**src/rtl/qea_pkg.sv**
```systemverilog
// Shared definitions for the QEA host sequencer.
//   - sequencer FSM state encoding
//   - default word geometry (PE count, component width, fraction bits)
//   - AMP_ONE: fixed-point amplitude 1.0 at the default geometry
package qea_pkg;

    localparam int QEA_PE_NUM       = 4;
    localparam int QEA_DATA_WIDTH   = 32;
    localparam int QEA_NUM_FRAC_BIT = 30;

    // One context word is a complex pair; one state word holds PE_NUM pairs.
    localparam int CTX_WORD_W   = 2 * QEA_DATA_WIDTH;
    localparam int STATE_WORD_W = QEA_PE_NUM * CTX_WORD_W;

    localparam logic [QEA_DATA_WIDTH-1:0] AMP_ONE =
        QEA_DATA_WIDTH'(1) << QEA_NUM_FRAC_BIT;

    typedef enum logic [2:0] {
        ST_IDLE,
        ST_LOAD_CTX,
        ST_INIT_STATE,
        ST_START,
        ST_RUN,
        ST_READ,
        ST_DONE
    } seq_state_e;

endpackage

```
**src/rtl/qea_readout_buf.sv**
```systemverilog
// Final-state readout engine.
// Walks state RAM addresses 0..last_addr_i, one read per word. Each read is
// issued for one cycle, the RAM data is captured STATE_RD_LATENCY cycles later
// into a hold register and presented on a valid/ready port. The next address
// is only issued after the held word is accepted, so backpressure never drops
// or overwrites data.
// Ports:
//   clk, rst        clock, async active-high reset
//   start_i         one-cycle pulse: begin readout at address 0
//   last_addr_i     final address of this job (stable while active)
//   ena_o, addra_o  state RAM read strobe / address
//   dout_i          state RAM read data
//   res_*           result stream (valid/ready, data, last)
//   done_o          pulse in the cycle the final word is accepted
module qea_readout_buf
    import qea_pkg::*;
#(
    parameter int ADDR_W           = 16,
    parameter int WORD_W           = STATE_WORD_W,
    parameter int STATE_RD_LATENCY = 1
) (
    input  logic              clk,
    input  logic              rst,
    input  logic              start_i,
    input  logic [ADDR_W-1:0] last_addr_i,
    output logic              ena_o,
    output logic [ADDR_W-1:0] addra_o,
    input  logic [WORD_W-1:0] dout_i,
    output logic              res_valid_o,
    input  logic              res_ready_i,
    output logic [WORD_W-1:0] res_data_o,
    output logic              res_last_o,
    output logic              done_o
);

    localparam int LAT = STATE_RD_LATENCY;

    logic              active_q;
    logic [ADDR_W-1:0] addr_q;
    logic [LAT-1:0]    pipe_q;
    logic              valid_q;
    logic [WORD_W-1:0] hold_q;

    logic issue;
    logic accept;
    logic last_word;

    // At most one read in flight: issue only when nothing is in the delay
    // line and the hold register is empty.
    assign issue     = active_q && !valid_q && (pipe_q == '0);
    assign accept    = valid_q && res_ready_i;
    assign last_word = (addr_q == last_addr_i);

    assign ena_o       = issue;
    assign addra_o     = issue ? addr_q : '0;
    assign res_valid_o = valid_q;
    assign res_data_o  = hold_q;
    assign res_last_o  = valid_q && last_word;
    assign done_o      = accept && last_word;

    always_ff @(posedge clk or posedge rst) begin
        if (rst) begin
            active_q <= 1'b0;
            addr_q   <= '0;
            pipe_q   <= '0;
            valid_q  <= 1'b0;
            hold_q   <= '0;
        end else begin
            pipe_q <= (pipe_q << 1) | LAT'(issue);
            if (start_i) begin
                active_q <= 1'b1;
                addr_q   <= '0;
            end
            if (pipe_q[LAT-1]) begin
                hold_q  <= dout_i;
                valid_q <= 1'b1;
            end
            if (accept) begin
                valid_q <= 1'b0;
                if (last_word) begin
                    active_q <= 1'b0;
                end else begin
                    addr_q <= addr_q + ADDR_W'(1);
                end
            end
        end
    end

endmodule

```
**src/rtl/qea_host_sequencer.sv**
```systemverilog
// Host-side job sequencer for QEA: loads gate context, initialises the state
// RAM to |0>, starts and times the run, then streams the final state out.
// Ports:
//   clk, rst                        clock, async active-high reset
//   i_cfg_* / o_cfg_ready           job config (qubit count, context length)
//   i_ctx_* / o_ctx_ready           context word stream
//   o_qea_start, o_qea_qbit_num     run control to QEA
//   o_qea_ctx_*                     QEA context RAM write port
//   o_qea_state_*, i_qea_state_dout QEA state RAM port (init writes, readout)
//   i_qea_complete                  QEA completion level
//   o_res_*                         result stream (valid/ready, data, last)
//   o_busy, o_done, o_err           job status; o_err is sticky
//   o_exec_cycles                   run length in cycles, saturating
//
// state      | meaning
// IDLE       | waiting for a job config
// LOAD_CTX   | writing streamed context words to context RAM
// INIT_STATE | writing |0> into state RAM, one word per cycle
// START      | one-cycle start pulse, exec counter cleared
// RUN        | counting until QEA reports complete
// READ       | readout engine streams the state vector
// DONE       | one-cycle done pulse
module qea_host_sequencer
    import qea_pkg::*;
#(
    parameter int PE_NUM                  = QEA_PE_NUM,
    parameter int DATA_WIDTH              = QEA_DATA_WIDTH,
    parameter int MAX_QBIT_WIDTH          = 6,
    parameter int STATE_ADDR_WIDTH        = 16,
    parameter int GATE_CONTEXT_ADDR_WIDTH = 16,
    parameter int NUM_FRAC_BIT            = QEA_NUM_FRAC_BIT,
    parameter int STATE_RD_LATENCY        = 1
) (
    input  logic                                 clk,
    input  logic                                 rst,
    input  logic                                 i_cfg_valid,
    output logic                                 o_cfg_ready,
    input  logic [MAX_QBIT_WIDTH-1:0]            i_cfg_qbit_num,
    input  logic [GATE_CONTEXT_ADDR_WIDTH:0]     i_cfg_ins_num,
    input  logic                                 i_ctx_valid,
    output logic                                 o_ctx_ready,
    input  logic [2*DATA_WIDTH-1:0]              i_ctx_data,
    output logic                                 o_qea_start,
    output logic [MAX_QBIT_WIDTH-1:0]            o_qea_qbit_num,
    output logic                                 o_qea_ctx_en,
    output logic                                 o_qea_ctx_wea,
    output logic [GATE_CONTEXT_ADDR_WIDTH-1:0]   o_qea_ctx_addr,
    output logic [2*DATA_WIDTH-1:0]              o_qea_ctx_data,
    output logic                                 o_qea_state_ena,
    output logic                                 o_qea_state_wea,
    output logic [STATE_ADDR_WIDTH-1:0]          o_qea_state_addra,
    output logic [PE_NUM*2*DATA_WIDTH-1:0]       o_qea_state_dina,
    input  logic                                 i_qea_complete,
    input  logic [PE_NUM*2*DATA_WIDTH-1:0]       i_qea_state_dout,
    output logic                                 o_res_valid,
    input  logic                                 i_res_ready,
    output logic [PE_NUM*2*DATA_WIDTH-1:0]       o_res_data,
    output logic                                 o_res_last,
    output logic                                 o_busy,
    output logic                                 o_done,
    output logic                                 o_err,
    output logic [31:0]                          o_exec_cycles
);

    localparam int STATE_W = PE_NUM * 2 * DATA_WIDTH;
    localparam int KW      = GATE_CONTEXT_ADDR_WIDTH + 1;
    localparam int AW      = STATE_ADDR_WIDTH;

    localparam logic [KW-1:0]         MAX_INS = KW'(1) << GATE_CONTEXT_ADDR_WIDTH;
    localparam logic [DATA_WIDTH-1:0] AMP     = DATA_WIDTH'(1) << NUM_FRAC_BIT;

    seq_state_e                state_q, state_d;
    logic [MAX_QBIT_WIDTH-1:0] qbit_q, qbit_d;
    logic [KW-1:0]             ins_q, ins_d;
    logic [KW-1:0]             k_q, k_d;
    logic [AW-1:0]             a_q, a_d;
    logic [31:0]               cnt_q, cnt_d;
    logic                      first_q, first_d;
    logic                      err_q, err_d;
    logic                      cfg_ready_q;

    logic          cfg_ok;
    logic [AW:0]   depth;
    logic [AW-1:0] last_addr;
    logic          rd_start;
    logic          rd_ena;
    logic [AW-1:0] rd_addr;
    logic          rd_done;

    assign cfg_ok = (i_cfg_qbit_num >= MAX_QBIT_WIDTH'(3))
                 && (i_cfg_qbit_num <= MAX_QBIT_WIDTH'(STATE_ADDR_WIDTH + 2))
                 && (i_cfg_ins_num <= MAX_INS);

    // Each address carries PE_NUM amplitudes, so a job spans 2^(n-2) words.
    assign depth     = (AW + 1)'(1) << (qbit_q - MAX_QBIT_WIDTH'(2));
    assign last_addr = AW'(depth - (AW + 1)'(1));

    assign o_cfg_ready    = cfg_ready_q;
    assign o_ctx_ready    = (state_q == ST_LOAD_CTX);
    assign o_qea_qbit_num = qbit_q;
    assign o_busy         = (state_q != ST_IDLE) && (state_q != ST_DONE);
    assign o_done         = (state_q == ST_DONE);
    assign o_err          = err_q;
    assign o_exec_cycles  = cnt_q;

    qea_readout_buf #(
        .ADDR_W           (AW),
        .WORD_W           (STATE_W),
        .STATE_RD_LATENCY (STATE_RD_LATENCY)
    ) u_readout (
        .clk         (clk),
        .rst         (rst),
        .start_i     (rd_start),
        .last_addr_i (last_addr),
        .ena_o       (rd_ena),
        .addra_o     (rd_addr),
        .dout_i      (i_qea_state_dout),
        .res_valid_o (o_res_valid),
        .res_ready_i (i_res_ready),
        .res_data_o  (o_res_data),
        .res_last_o  (o_res_last),
        .done_o      (rd_done)
    );

    always_ff @(posedge clk or posedge rst) begin
        if (rst) begin
            state_q     <= ST_IDLE;
            qbit_q      <= '0;
            ins_q       <= '0;
            k_q         <= '0;
            a_q         <= '0;
            cnt_q       <= '0;
            first_q     <= 1'b0;
            err_q       <= 1'b0;
            cfg_ready_q <= 1'b0;
        end else begin
            state_q     <= state_d;
            qbit_q      <= qbit_d;
            ins_q       <= ins_d;
            k_q         <= k_d;
            a_q         <= a_d;
            cnt_q       <= cnt_d;
            first_q     <= first_d;
            err_q       <= err_d;
            cfg_ready_q <= (state_d == ST_IDLE);
        end
    end

    always_comb begin
        state_d = state_q;
        qbit_d  = qbit_q;
        ins_d   = ins_q;
        k_d     = k_q;
        a_d     = a_q;
        cnt_d   = cnt_q;
        first_d = first_q;
        err_d   = err_q;

        rd_start          = 1'b0;
        o_qea_start       = 1'b0;
        o_qea_ctx_en      = 1'b0;
        o_qea_ctx_wea     = 1'b0;
        o_qea_ctx_addr    = '0;
        o_qea_ctx_data    = '0;
        o_qea_state_ena   = 1'b0;
        o_qea_state_wea   = 1'b0;
        o_qea_state_addra = '0;
        o_qea_state_dina  = '0;

        case (state_q)
            ST_IDLE: begin
                if (i_cfg_valid && cfg_ready_q) begin
                    if (cfg_ok) begin
                        qbit_d  = i_cfg_qbit_num;
                        ins_d   = i_cfg_ins_num;
                        err_d   = 1'b0;
                        k_d     = '0;
                        a_d     = '0;
                        state_d = (i_cfg_ins_num == '0) ? ST_INIT_STATE : ST_LOAD_CTX;
                    end else begin
                        err_d = 1'b1;
                    end
                end
            end
            ST_LOAD_CTX: begin
                if (i_ctx_valid) begin
                    o_qea_ctx_en   = 1'b1;
                    o_qea_ctx_wea  = 1'b1;
                    o_qea_ctx_addr = k_q[GATE_CONTEXT_ADDR_WIDTH-1:0];
                    o_qea_ctx_data = i_ctx_data;
                    if (k_q == ins_q - KW'(1)) begin
                        state_d = ST_INIT_STATE;
                    end else begin
                        k_d = k_q + KW'(1);
                    end
                end
            end
            ST_INIT_STATE: begin
                o_qea_state_ena   = 1'b1;
                o_qea_state_wea   = 1'b1;
                o_qea_state_addra = a_q;
                if (a_q == '0) begin
                    o_qea_state_dina[STATE_W-1 -: DATA_WIDTH] = AMP;
                end
                if (a_q == last_addr) begin
                    a_d     = '0;
                    state_d = ST_START;
                end else begin
                    a_d = a_q + AW'(1);
                end
            end
            ST_START: begin
                o_qea_start = 1'b1;
                cnt_d       = '0;
                first_d     = 1'b1;
                state_d     = ST_RUN;
            end
            ST_RUN: begin
                first_d = 1'b0;
                if (cnt_q != '1) begin
                    cnt_d = cnt_q + 32'd1;
                end
                // complete may still be high from the previous job in the
                // first RUN cycle, so it is only trusted from the second on.
                if (!first_q && i_qea_complete) begin
                    rd_start = 1'b1;
                    state_d  = ST_READ;
                end
            end
            ST_READ: begin
                o_qea_state_ena   = rd_ena;
                o_qea_state_addra = rd_addr;
                if (rd_done) begin
                    state_d = ST_DONE;
                end
            end
            ST_DONE: begin
                state_d = ST_IDLE;
            end
            default: begin
                state_d = ST_IDLE;
            end
        endcase
    end

endmodule

```
**config.mk**
```make
export PLATFORM = sky130hd
export DESIGN_NAME = qea_host_sequencer
export DESIGN_NICKNAME = d
export VERILOG_FILES = /design/src/rtl/qea_pkg.sv /design/src/rtl/qea_readout_buf.sv /design/src/rtl/qea_host_sequencer.sv
export SDC_FILE = /design/constraint.sdc
export NUM_CORES = 1
export LEC_CHECK = 0
export BUFFER_PORTS_ARGS = -buffer_cell sky130_fd_sc_hd__buf_4
export CAP_MARGIN = 0
export CORE_AREA = 2 2 387 389
export DETAILED_ROUTE_END_ITERATION = 7
export DIE_AREA = 0 0 389 391
export PLACE_DENSITY = 0.37
export SLEW_MARGIN = 5
export SYNTH_ARGS = -nofsm -noshare
export SYNTH_HDL_FRONTEND = slang
export SYNTH_SLANG_ARGS = --single-unit
```
**constraint.sdc**
```tcl
create_clock -name clk -period 12.54 [get_ports clk]
set_input_delay 0 -clock clk [delete_from_list [all_inputs] [get_ports clk]]
set_output_delay 0 -clock clk [all_outputs]
set_load 0.02 [all_outputs]
```
* Word level (Yosys, flattened, before mapping)
Cells that the tools add are included.
** Storage, ports and cells
- Flip-flop bits (word level) :: 369
- Input port bits :: 349
- Output and inout port bits :: 658
- Word-level logic and storage cells :: 113
** Operators by class
- Add/sub/neg operators :: 7
- Magnitude comparators :: 3
- Equality and inequality tests :: 16
- Shifts and indexed selects :: 1
- Muxes and demuxes :: 45
- Bitwise gates (word level) :: 1
- Reductions and logical operators :: 26
** Operator list (count)
- $mux W16 :: 9
- $mux W64 :: 2
- $mux W17 :: 4
- $pmux W16 S2 :: 2
- $pmux W32 S2 :: 1
- $mux W31 :: 2
- $pmux W17 S2 :: 1
- $add A16 B1 Y16 const B :: 2
- $add A32 B1 Y32 const B :: 1
- $eq A16 B16 Y1 :: 2
- $mux W32 :: 1
- $ne A32 B32 Y1 const B :: 1
- $mux W3 :: 7
- $pmux W3 S6 :: 1
- $add A17 B1 Y17 const B :: 1
- $eq A17 B17 Y1 :: 1
- $le A17 B17 Y1 const B :: 1
- $logic_not A17 Y1 :: 1
- $sub A17 B1 Y17 const B :: 1
- $logic_not A16 Y1 :: 1
- $shl A1 B6 Y16 const A :: 1
- $sub A16 B1 Y16 const B :: 1
- $mux W1 :: 12
- $logic_and A1 B1 Y1 :: 10
- 18 further kinds :: 33

* Longest topological paths before layout
Gate-level depths: netlist (run 1).
- Depth after elaboration :: 8
- Mapped depth :: 19
- Gate-level depth less buffers :: 15

* Cells and area by module
Synthesis (run 1) repeated with hierarchy kept, for this count alone.
** Unflattened totals
- Cells, all modules :: 1862
- Area, all modules :: 19910.3 um^2
** Modules (own cells, without submodules)
- qea_readout_buf :: times used 1, cells an instance 692, area each 10775.3 um^2, seq. area each 6881.6 um^2
- qea_host_sequencer :: times used 1, cells an instance 1170, area each 9135.0 um^2, seq. area each 2352.3 um^2

* Least setup slack after synthesis (run 1)
No wires, ideal clock.
- Kind :: register -> register
- From :: register qbit_q[2] (netlist: o_qea_qbit_num[2])
- To :: register u_readout.addr_q[3]
- Library setup time :: 0.124 ns
- Arrival :: 4.254 ns
- Data required time :: 12.416 ns
- Slack :: 8.162 ns
- Cell stages (with the launch flop) :: 17
- Buffers on the path :: 5
- Clock period less this slack :: 4.378 ns
- Cell sequence :: dfrtp_1 > buf_2 > inv_1 > ha_1 > clkbuf_1 > clkbuf_1 > nand3_1 > ha_1 > clkbuf_1 > and3_1 > or3_4 > xnor2_1 > or4_4 > o41ai_4 > buf_6 > nor3_1 > a211o_1
** On the way
- Cells in the longest elaborated chain, start to end :: 6
** RTL lines
- start: declaration :: line qea_host_sequencer.sv:73 : logic [MAX_QBIT_WIDTH-1:0] qbit_q, qbit_d;
- start signal: assignment :: line qea_host_sequencer.sv:138 : qbit_q <= qbit_d;
- $sub A6 B2 Y6 :: line qea_host_sequencer.sv:95 : assign depth = (AW + 1)'(1) << (qbit_q - MAX_QBIT_WIDTH'(2));
- $shl A1 B6 Y16 :: line qea_host_sequencer.sv:95
- $sub A16 B1 Y16 :: line qea_host_sequencer.sv:96 : assign last_addr = AW'(depth - (AW + 1)'(1));
- $eq A16 B16 Y1 :: line qea_readout_buf.sv:52 : assign last_word = (addr_q == last_addr_i);
- $mux W16 :: line qea_readout_buf.sv:80 : if (last_word) begin
- $mux W16 :: line qea_readout_buf.sv:78 : if (accept) begin
- end signal: assignment :: line qea_readout_buf.sv:83 : addr_q <= addr_q + ADDR_W'(1);
- end: declaration :: line qea_readout_buf.sv:39 : logic [ADDR_W-1:0] addr_q;
Every way passes these cells.
A chain may end at the register's enable or synchronous reset.

* Worst setup path after layout (run 1)
- From :: register qbit_q[1] (netlist: o_qea_qbit_num[1])
- To :: output port o_res_last
** On the way
- Cells in the longest elaborated chain, start to end :: 5
** RTL lines
- $sub A6 B2 Y6 :: line qea_host_sequencer.sv:95
- $shl A1 B6 Y16 :: line qea_host_sequencer.sv:95
- $sub A16 B1 Y16 :: line qea_host_sequencer.sv:96
- $eq A16 B16 Y1 :: line qea_readout_buf.sv:52
- $logic_and A1 B1 Y1 :: line qea_readout_buf.sv:58 : assign res_last_o = valid_q && last_word;
- end: declaration :: line qea_host_sequencer.sv:58 : output logic o_res_last,
Every way passes these cells.

==> results of run 1 <==
worst max-delay path: stages (launching register included):
cell and delay [ps]:
dfrtp_1 490, inv_1 150, ha_1 500, xor2_1 480, nor3_1 140, nand3_1 130, ha_1 560, o21ai_0 320
nor3_1 530, or3_4 260, xnor2_1 80, or4_4 510, nor4_1 790, and2_1 240, buf_4 140
per-layer routing:
metal	track usage	up-vias
met3	0.0403	160
met2	0.199	681
met4	0.0390	50
met5	0	-
li1	-	8101
met1	0.144	8535
state kept, by name, indices dropped and copies added (netlist names), 3 cells and up:
signal                flops
o_exec_cycles            32
state_q                   3
u_readout.res_data_o    256
u_readout.addr_q         16
k_q                      17
o_qea_qbit_num            6
a_q                      16
ins_q                    17
worst max-delay path by stage:
stage	start	endpoint	slack [ps]	cells past startpoint
2_1_floorplan	rst	a_q[0]$_DFFE_PP0P_	2290	1
4_1_cts	o_qea_qbit_num[1]$_DFFE_PP0P_	o_res_last	6510	14
6_report	o_qea_qbit_num[1]$_DFFE_PP0P_	o_res_last	6580	14
5_1_grt	o_qea_qbit_num[1]$_DFFE_PP0P_	o_res_last	5910	14
3_3_place_gp	o_qea_qbit_num[1]$_DFFE_PP0P_	u_readout.addr_q[3]$_DFF_PP0_	6980	15
3_5_place_dp	o_qea_qbit_num[1]$_DFFE_PP0P_	u_readout.addr_q[2]$_DFF_PP0_	6980	15
cell usage after synthesis (8+ instances only):
cell type and n:
a211o_1 13, a21oi_1 32, a22o_1 10, a31oi_1 17, and3_1 105, buf_2 11
buf_4 258, clkbuf_1 97, dfrtp_1 369, ha_1 8, inv_1 38, mux2_2 257
mux2i_1 11, nand2_1 130, nand2b_1 15, nand3_1 51, nand4_1 16, nor2_1 84
nor2b_1 8, nor3_1 33, nor3b_1 18, nor4_1 18, o211ai_1 9, o21ai_0 48
or3_1 24, or4b_2 10, xnor2_1 47, xor2_1 28
final cells by class:
cell class / instances / area [um^2] / share of cell area
diodes: 19 / 47.5 / 0.00151
clock buffers: 83 / 1590 / 0.0507
clock inverters: 20 / 188 / 0.00598
inverters: 40 / 158 / 0.00502
multi-input cells: 1361 / 9130 / 0.291
flip-flops and latches: 369 / 9240 / 0.294
well taps: 1944 / 2430 / 0.0774
repair buffers: 1051 / 8620 / 0.275
what timing repair did:
| action | CTS | global route |
|---|---|---|
| hold endpoints to repair | 379 | 0 |
| hold buffers | 283 | 0 |
| endpoints found under the setup margin | 0 | 0 |
power by group through the flow:
stage | clock network (mW) | logic (mW) | registers [mW]
6_report | 1.53 | 3.26 | 2.14
5_1_grt | 1.65 | 3.48 | 2.22
4_1_cts | 1.61 | 3.35 | 2.15
3_5_place_dp | 0 | 3.27 | 2.16
3_3_place_gp | 0 | 3.28 | 2.15
2_1_floorplan | 0 | 1.42 | 2.51
cell families after synthesis:
group	Yosys count
AOI/OAI and AO/OA	192
xor gates and xnor gates	76
adders and majority gates	8
buffers and inverters	414
DFF	369
muxes	269
other	1
and+or+nand+nor	561
metrics by stage:
stage	std cells	power [mW]	area (um^2)	setup WS [ps]	hold WS, ps
2_1_floorplan	2144	3.93	20900	2290	105
3_3_place_gp	4482	5.43	26700	6980	179
3_5_place_dp	4482	5.43	26700	6980	173
4_1_cts	4868	7.11	31400	6510	26.3
5_1_grt	4883	7.35	31400	5910	49.3
6_report	4887	6.93	31400	6580	102
==> results_dict.tcl, run 1 <==
set metrics [dict create \
    status "finished, final reports clean" \
    grt_max_degree 158 \
    vias_per_cell 3.59 \
    htreeDepth 2 \
    die_w_um 389 \
    ir_worst_vdd_mv 0.149 \
    seqPwrFrac 0.308 \
    top_layer_used "met5" \
    swShare 0.421 \
    worst_pin_slew_ps 1150 \
    synth_top_family_by_area "simple AND/OR/NAND/NOR gates" \
    drtIter0Drc 691 \
    switchingPower_mw 2.92 \
    overflow 0 \
    synth_area_um2 20000 \
    holdPathStages 3 \
    path_max_fanout 16 \
    slew_headroom 0.235 \
    syn_inst 1890 \
    syn_avg_cell_area_um2 10.6 \
    drv_slew 0 \
    netlist_top_cells_area "dfrtp_1, mux2_2, buf_4, and3_1, nand2_1" \
    yosys.area_share.simple 0.153 \
    synth_compound_area_frac 0.0654 \
    ys_types 79 \
    fin_setup_tns_ps 0 \
    synth_mux_area_frac 0.151 \
    crit_type "register to primary output" \
    dr.pass1.iters 5 \
    hold_class "input port to register" \
    wl_met2_um 45500 \
    hpwlAfterDp_um 75200 \
    layout-drive-gt1-share 0.391 \
    layout_common_cells "buf_4, dfrtp_1, dlygate4sd3_1" \
    max_freq_mhz 168 \
    yosysSeqAreaShare 0.462 \
    vias 17500 \
    yosysWarnings 0 \
    min_from "i_qea_state_dout[65]" \
    wl_per_cell_um 19.5 \
    period_needed_ps 5960 \
    track_usage 0.119 \
    cap_viol_max_count 0 \
    power_frac_clock 0.221 \
    synth_top_area_cell "dfrtp_1" \
    cp.arrival_ps 5960 \
    clk_pin_slew_ps 50 \
    pwr-share-comb 0.471 \
    start_util 0.135 \
    synth_top_area_share 0.462 \
    rsz0062_at_grt "no" \
    clockBufferDepth 3 \
    antenna_found_initial 45 \
    synth_ff_type "dfrtp_1" \
    die_h_um 391 \
    root_buffer "clkbuf_16" \
    area_growth_pct 57.1 \
    r2r-end "u_readout.addr_q[3]$_DFF_PP0_" \
    synth_fa_ha_area_frac 0.00501 \
    grt_pass1_vias 17600 \
    wl_um 95500 \
    ant_nets 0 \
    min_to "u_readout.res_data_o[65]$_DFFE_PP0P_" \
    async_flop_share 1.00 \
    cts_made_buffers 55 \
    post_cts_resized 0 \
    synth_edf_count 0 \
    fin_nets 3235 \
    cts_tree "yes" \
    synth_xor_area_frac 0.0340 \
    place_congestion 0.833 \
    rr_startpoint "o_qea_qbit_num[1]$_DFFE_PP0P_" \
    route.detailed.drc 0 \
    core_um2 149000 \
    insertion_delay_ps 670 \
    post_cts_buffers 0 \
    worst-endpoint-required_ps 12540 \
    wl_met3_um 7520 \
    ios 1007 \
    utilization 0.211 \
    final_common_cell "buf_4" \
    setup_viol 0 \
    r2r_cells 15 \
    cts.sinks 369 \
    rrSetupSlack_ps 6940 \
    finalClockSkew_ps 53.9 \
    period_share 0.475 \
    rows 142 \
    hold_viol 0 \
    internal_power_mw 4.01 \
    power_density_nw_per_um2 221 \
    end_kind "primary output" \
    fill_cells 16300 \
    p_leak_nw 14.4 \
    io_buffers 751 \
    grt_pass1_wl_um 133000 \
    start_kind "register" \
    dieArea_um2 152000 \
    drt-met1-wl_um 38900 \
    synth_seq_cells 369 \
]
No activity file was read; power rests on OpenSTA's default activity.
==> run 2, diff against run 1 <==
Clock period 12.54 ns to 5.8 ns, I/O delays scaled along.
==> results_dict.tcl, run 2 (same netlist as run 1, synthesis figures left out) <==
set metrics [dict create \
    grt_pass1_vias 17600 \
    track_usage 0.118 \
    antenna_found_initial 50 \
    post-place-ws_ps 881 \
    end_kind "primary output" \
    cp.arrival_ps 5340 \
    layout-drive-gt1-share 0.393 \
    setup_viol 0 \
    period_share 0.921 \
    dieArea_um2 152000 \
    slew_headroom 0.191 \
    core_um2 149000 \
    max_freq_mhz 187 \
    rows 142 \
    clk_pin_slew_ps 60 \
    worst-endpoint-required_ps 5800 \
    crit_type "register to primary output" \
    power_frac_clock 0.236 \
    start_kind "register" \
    ir_worst_vdd_mv 0.316 \
    overflow 0 \
    ios 1007 \
    vias 17500 \
    hold_slack_ps 54.7 \
    r2r-end "u_readout.addr_q[7]$_DFF_PP0_" \
    cap_viol_max_count 0 \
    insertion_delay_ps 630 \
    crit_start "o_qea_qbit_num[2]$_DFFE_PP0P_" \
    hold_viol 0 \
    rr_startpoint "o_qea_qbit_num[2]$_DFFE_PP0P_" \
    setup_slack_ps 461 \
    post_cts_buffers 0 \
    fin_nets 3235 \
    power_density_nw_per_um2 484 \
    die_h_um 391 \
    grt_max_degree 153 \
    largest_reg_flops 256 \
    finalClockSkew_ps 30.7 \
    rsz0062_at_grt "no" \
    route.detailed.drc 0 \
    seqPwrFrac 0.304 \
    path_max_fanout 16 \
    vias_per_cell 3.60 \
    io_buffers 751 \
    hpwlAfterDp_um 74700 \
    wl_per_cell_um 19.3 \
    layout_common_cells "buf_4, dfrtp_1, dlygate4sd3_1" \
    start_util 0.135 \
    swShare 0.410 \
    cts.sinks 369 \
    ant_nets 0 \
    internal_power_mw 9.01 \
    fin_setup_tns_ps 0 \
    rrSetupSlack_ps 740 \
    cts_made_buffers 52 \
    hold_class "input port to register" \
    period_needed_ps 5340 \
    htreeDepth 2 \
    switchingPower_mw 6.26 \
    drv_slew 0 \
    worst_pin_slew_ps 1210 \
    cp-endpoint "o_res_last" \
    p_leak_nw 14.5 \
    cts_tree "yes" \
    place_congestion 0.824 \
    final_common_cell "buf_4" \
    die_w_um 389 \
    wl_um 94300 \
    status "finished, final reports clean" \
    grt_pass1_wl_um 131000 \
    clockBufferDepth 3 \
    root_buffer "clkbuf_16" \
    dr.pass1.iters 5 \
    r2r_cells 16 \
    drtIter0Drc 803 \
    area_growth_pct 57.9 \
    pwr-share-comb 0.460 \
]
-- run 2: area by class of cell --
class	instances	area, um^2
clock buffers	76	1560
inverters	40	154
multi-input cells	1361	9130
fillers	16300	117000
well taps	1944	2430
flip-flops and latches	369	9240
repair buffers	1054	8680
clock inverters	17	339
diodes	16	40.0
-- run 2: power groups by stage --
stage                     clock [mW]  combinational [mW]  sequential, mW
final                           3.60                7.02            4.64
after global routing            3.86                7.44            4.82
after CTS                       3.78                7.16            4.67
after detailed placement           0                6.97            4.69
after global placement             0                6.98            4.68
after floorplan                    0                3.07            5.43
-- run 2: per-layer routing --
| metal | wire length, um | GRT usage | vias up |
|---|---|---|---|
| li1 | - | - | 8097 |
| met1 | 38900 | 0.143 | 8519 |
| met2 | 44600 | 0.194 | 701 |
| met3 | 7190 | 0.0399 | 164 |
| met4 | 3340 | 0.0417 | 54 |
| met5 | 341 | 0 | - |
-- run 2: critical path, cell delays in order (launching register included) --
cell and delay (ps):
dfrtp_1 510, inv_1 130, ha_1 470, xor2_1 530, nor3_1 120, nand3_1 120, ha_1 300, o21ai_0 250
nor3_1 560, or3_4 270, xnor2_1 70, or4_4 510, nor4_1 390, and2_1 280, buf_4 180
-- run 2: how the worst min path moves through the flow --
stage                                 start                           end  slack, ps  cells after the start
after floorplan           i_cfg_ins_num[10]         ins_q[10]$_DFFE_PP0P_        110                      2
after global placement    i_cfg_ins_num[12]         ins_q[12]$_DFFE_PP0P_        210                      3
after detailed placement   i_cfg_ins_num[2]          ins_q[2]$_DFFE_PP0P_        210                      3
after CTS                    i_qea_complete  u_readout.active_q$_DFF_PP0_          3                      3
after global routing         i_qea_complete  u_readout.active_q$_DFF_PP0_         20                      3
final                        i_qea_complete  u_readout.active_q$_DFF_PP0_         50                      3
-- run 2: through the flow --
stage | cell area (um^2) | power [mW] | std cells | util
after global routing | 31600 | 16.1 | 4873 | 0.213
final | 31600 | 15.3 | 4877 | 0.213
after CTS | 31500 | 15.6 | 4861 | 0.212
after global placement | 26800 | 11.7 | 4486 | 0.181
after floorplan | 20900 | 8.49 | 2144 | -
after detailed placement | 26800 | 11.7 | 4486 | 0.181
-- run 2: what timing repair did --
item | CTS | global route
gates resized for setup | 0 | 0
hold endpoints to repair | 316 | 0
hold buffers | 282 | 0
==> run 3, diff against run 2 <==
Settings changed: CORE_AREA 2 2 387 389 to 2 2 386 388, DIE_AREA 0 0 389 391 to 0 0 388 390, SYNTH_HIERARCHICAL from default to 1.
==> results_dict.tcl, run 3 <==
set metrics [dict create \
    status "finished, final reports clean" \
    synth_ff_type "dfrtp_1" \
    root_buffer "clkbuf_16" \
    final_common_cell "buf_4" \
    power_frac_clock 0.208 \
    slew_headroom 0.224 \
    synth_area_um2 19900 \
    area_growth_pct 57.5 \
    yosys.cell_count.top_type "dfrtp_1" \
    post_cts_resized 0 \
    max_freq_mhz 187 \
    start_util 0.135 \
    grt_pass1_wl_um 130000 \
    hpwlAfterDp_um 72200 \
    period_share 0.921 \
    yosysWarnings 6 \
    crit_type "register to primary output" \
    postPlaceCellArea_um2 26800 \
    worst_pin_slew_ps 1160 \
    final_area_um2 31400 \
    setup_viol 0 \
    cpPeakStageDelay_ps 620 \
    syn_inst 1862 \
    pwr-share-comb 0.488 \
    start_kind "register" \
    crit_path_frequent_cell "buf_4" \
    yosysSeqAreaShare 0.464 \
    hold_slack_ps 54.4 \
    layout-drive-gt1-share 0.395 \
    cts.sinks 369 \
    fin_nets 3221 \
    rsz0062_at_grt "no" \
    period_needed_ps 5340 \
    cts_made_buffers 53 \
    cp.arrival_ps 5340 \
    p_total_mw 15.7 \
    htreeDepth 2 \
    drtIter0Drc 843 \
    core_um2 147000 \
    synth_seq_cells 369 \
    power_density_nw_per_um2 501 \
    route.detailed.drc 0 \
    dieArea_um2 151000 \
    switchingPower_mw 6.75 \
    cap_viol_max_count 0 \
    worst-endpoint-required_ps 5800 \
    die_h_um 390 \
    crit_path_top_delay_cell "and4_1" \
    grt_pass1_vias 17400 \
    io_buffers 751 \
    swShare 0.430 \
    syn_avg_cell_area_um2 10.7 \
    async_flop_share 1.00 \
    p_leak_nw 14.4 \
    vias 17200 \
    synth_top_area_share 0.464 \
    ant_nets 0 \
    insertion_delay_ps 640 \
    ios 1007 \
    synth_edf_count 0 \
    fin_setup_tns_ps 0 \
    drv_slew 0 \
    die_w_um 388 \
    ys_types 82 \
    netlist_top_cells_area "dfrtp_1, mux2_2, buf_4, and3_1, nand2_1" \
    clk_pin_slew_ps 60 \
    grt_max_degree 132 \
    place_congestion 0.796 \
    hold_class "input port to asynchronous set/reset pin" \
    finalClockSkew_ps 28.6 \
    path_max_fanout 13 \
    wl_per_cell_um 19.0 \
    layout_common_cells "buf_4, dfrtp_1, dlygate4sd3_1" \
    rows 141 \
    end_kind "primary output" \
    ir_worst_vdd_mv 0.246 \
    largest_reg_flops 256 \
    track_usage 0.116 \
    wl_um 92000 \
    synth_top_area_cell "dfrtp_1" \
    dr.pass1.iters 4 \
    antenna_found_initial 12 \
    cts_tree "yes" \
    path_cells "buf_4 -> or3b_1 -> nor2_1 -> nand2_1 -> ha_1 -> o21a_1 -> a41oi_2 -> buf_4 -> or3_1 -> mux2_2 -> o32ai_1 -> xor2_1 -> nor4_1 -> and4_1 -> and2_1 -> buf_4" \
    clockBufferDepth 3 \
    hold_viol 0 \
    vias_per_cell 3.56 \
    overflow 0 \
    seqPwrFrac 0.304 \
    internal_power_mw 8.97 \
    synth_top_cells_by_count "dfrtp_1, buf_4, mux2_2" \
]
run 3: changes by cell type after synthesis, moves of 11 or more:
cell     before  now
a31oi_1      17    6
nand2_1     130  114
xor2_1       28   47
nand3_1      51   40
run 3: repair_timing:
action | 4_1_cts | 5_1_grt
hold buffers | 283 | 0
buffers inserted | 0 | 0
hold endpoints to repair | 361 | 0
run 3: path summary, 6_finish.rpt:
kind,startpoint,endpoint,slack (ps),cells past startpoint
min in group clk,i_ctx_valid,k_q[1]$_DFFE_PP0P_,90,3
max,o_qea_qbit_num[1]$_DFFE_PP0P_,o_res_last,460,16
max reg2reg,o_qea_qbit_num[1]$_DFFE_PP0P_,state_q[0]$_DFF_PP0_,460,18
min,rst,o_exec_cycles[21]$_DFFE_PP0P_,50,3
min reg2reg,first_q$_DFFE_PP0P_,first_q$_DFFE_PP0P_,480,2
max in group asynchronous,rst,u_readout/pipe_q$_DFF_PP0_,4030,5
run 3: cell type report:
cell class / count / area, um^2
sequential: 369 / 9240
clock inverter: 25 / 285
clock buffer: 67 / 1440
multi-input combinational: 1348 / 9140
antenna: 6 / 15.0
fill: 16200 / 116000
tap: 1930 / 2410
timing repair buffer: 1061 / 8710
inverter: 31 / 123
run 3: through the flow:
stage | setup slack [ps] | util | instances
2_1_floorplan | 753 | - | 2116
3_3_place_gp | 520 | 0.182 | 4456
3_5_place_dp | 437 | 0.182 | 4456
4_1_cts | 412 | 0.213 | 4831
5_1_grt | 9.29 | 0.213 | 4831
6_report | 461 | 0.213 | 4837
run 3: cells by family (layout without fill, tap and decap cells):
| group | Yosys count | after routing | share of synthesized area |
|---|---|---|---|
| AOI/OAI and AO/OA | 187 | 187 | 0.0667 |
| xor gates and xnor gates | 84 | 84 | 0.0370 |
| adders and majority gates | 8 | 8 | 0.00503 |
| buffers and inverters | 399 | 1184 | 0.126 |
| DFF | 369 | 369 | 0.464 |
| muxes | 271 | 271 | 0.153 |
| other | 1 | 261 | 0.000188 |
| and+or+nand+nor | 543 | 543 | 0.148 |
run 3: per-layer routing:
layer	GRT usage	wire, um	vias to the layer above
met3	0.0345	7320	72
met5	0	7	-
li1	-	-	8062
met4	0.0271	1690	2
met1	0.158	41200	8531
met2	0.178	41800	566
run 3: power groups by stage:
stage	Sequential, mW	Combinational (mW)	Clock, mW
after floorplan	5.50	3.56	0
after global placement	4.81	7.56	0
after detailed placement	4.83	7.56	0
after CTS	4.79	7.76	3.43
after global routing	4.96	8.23	3.52
final	4.77	7.67	3.28
run 3: critical path, delay by kind of cell, from the launching register on:
family / cells / cell delay, ps
AOI/OAI and AO/OA: 3 / 480
xor gates and xnor gates: 1 / 110
adders and majority gates: 1 / 370
buffers and inverters: 3 / 540
DFF: 1 / 340
muxes: 1 / 360
and+or+nand+nor: 7 / 2510
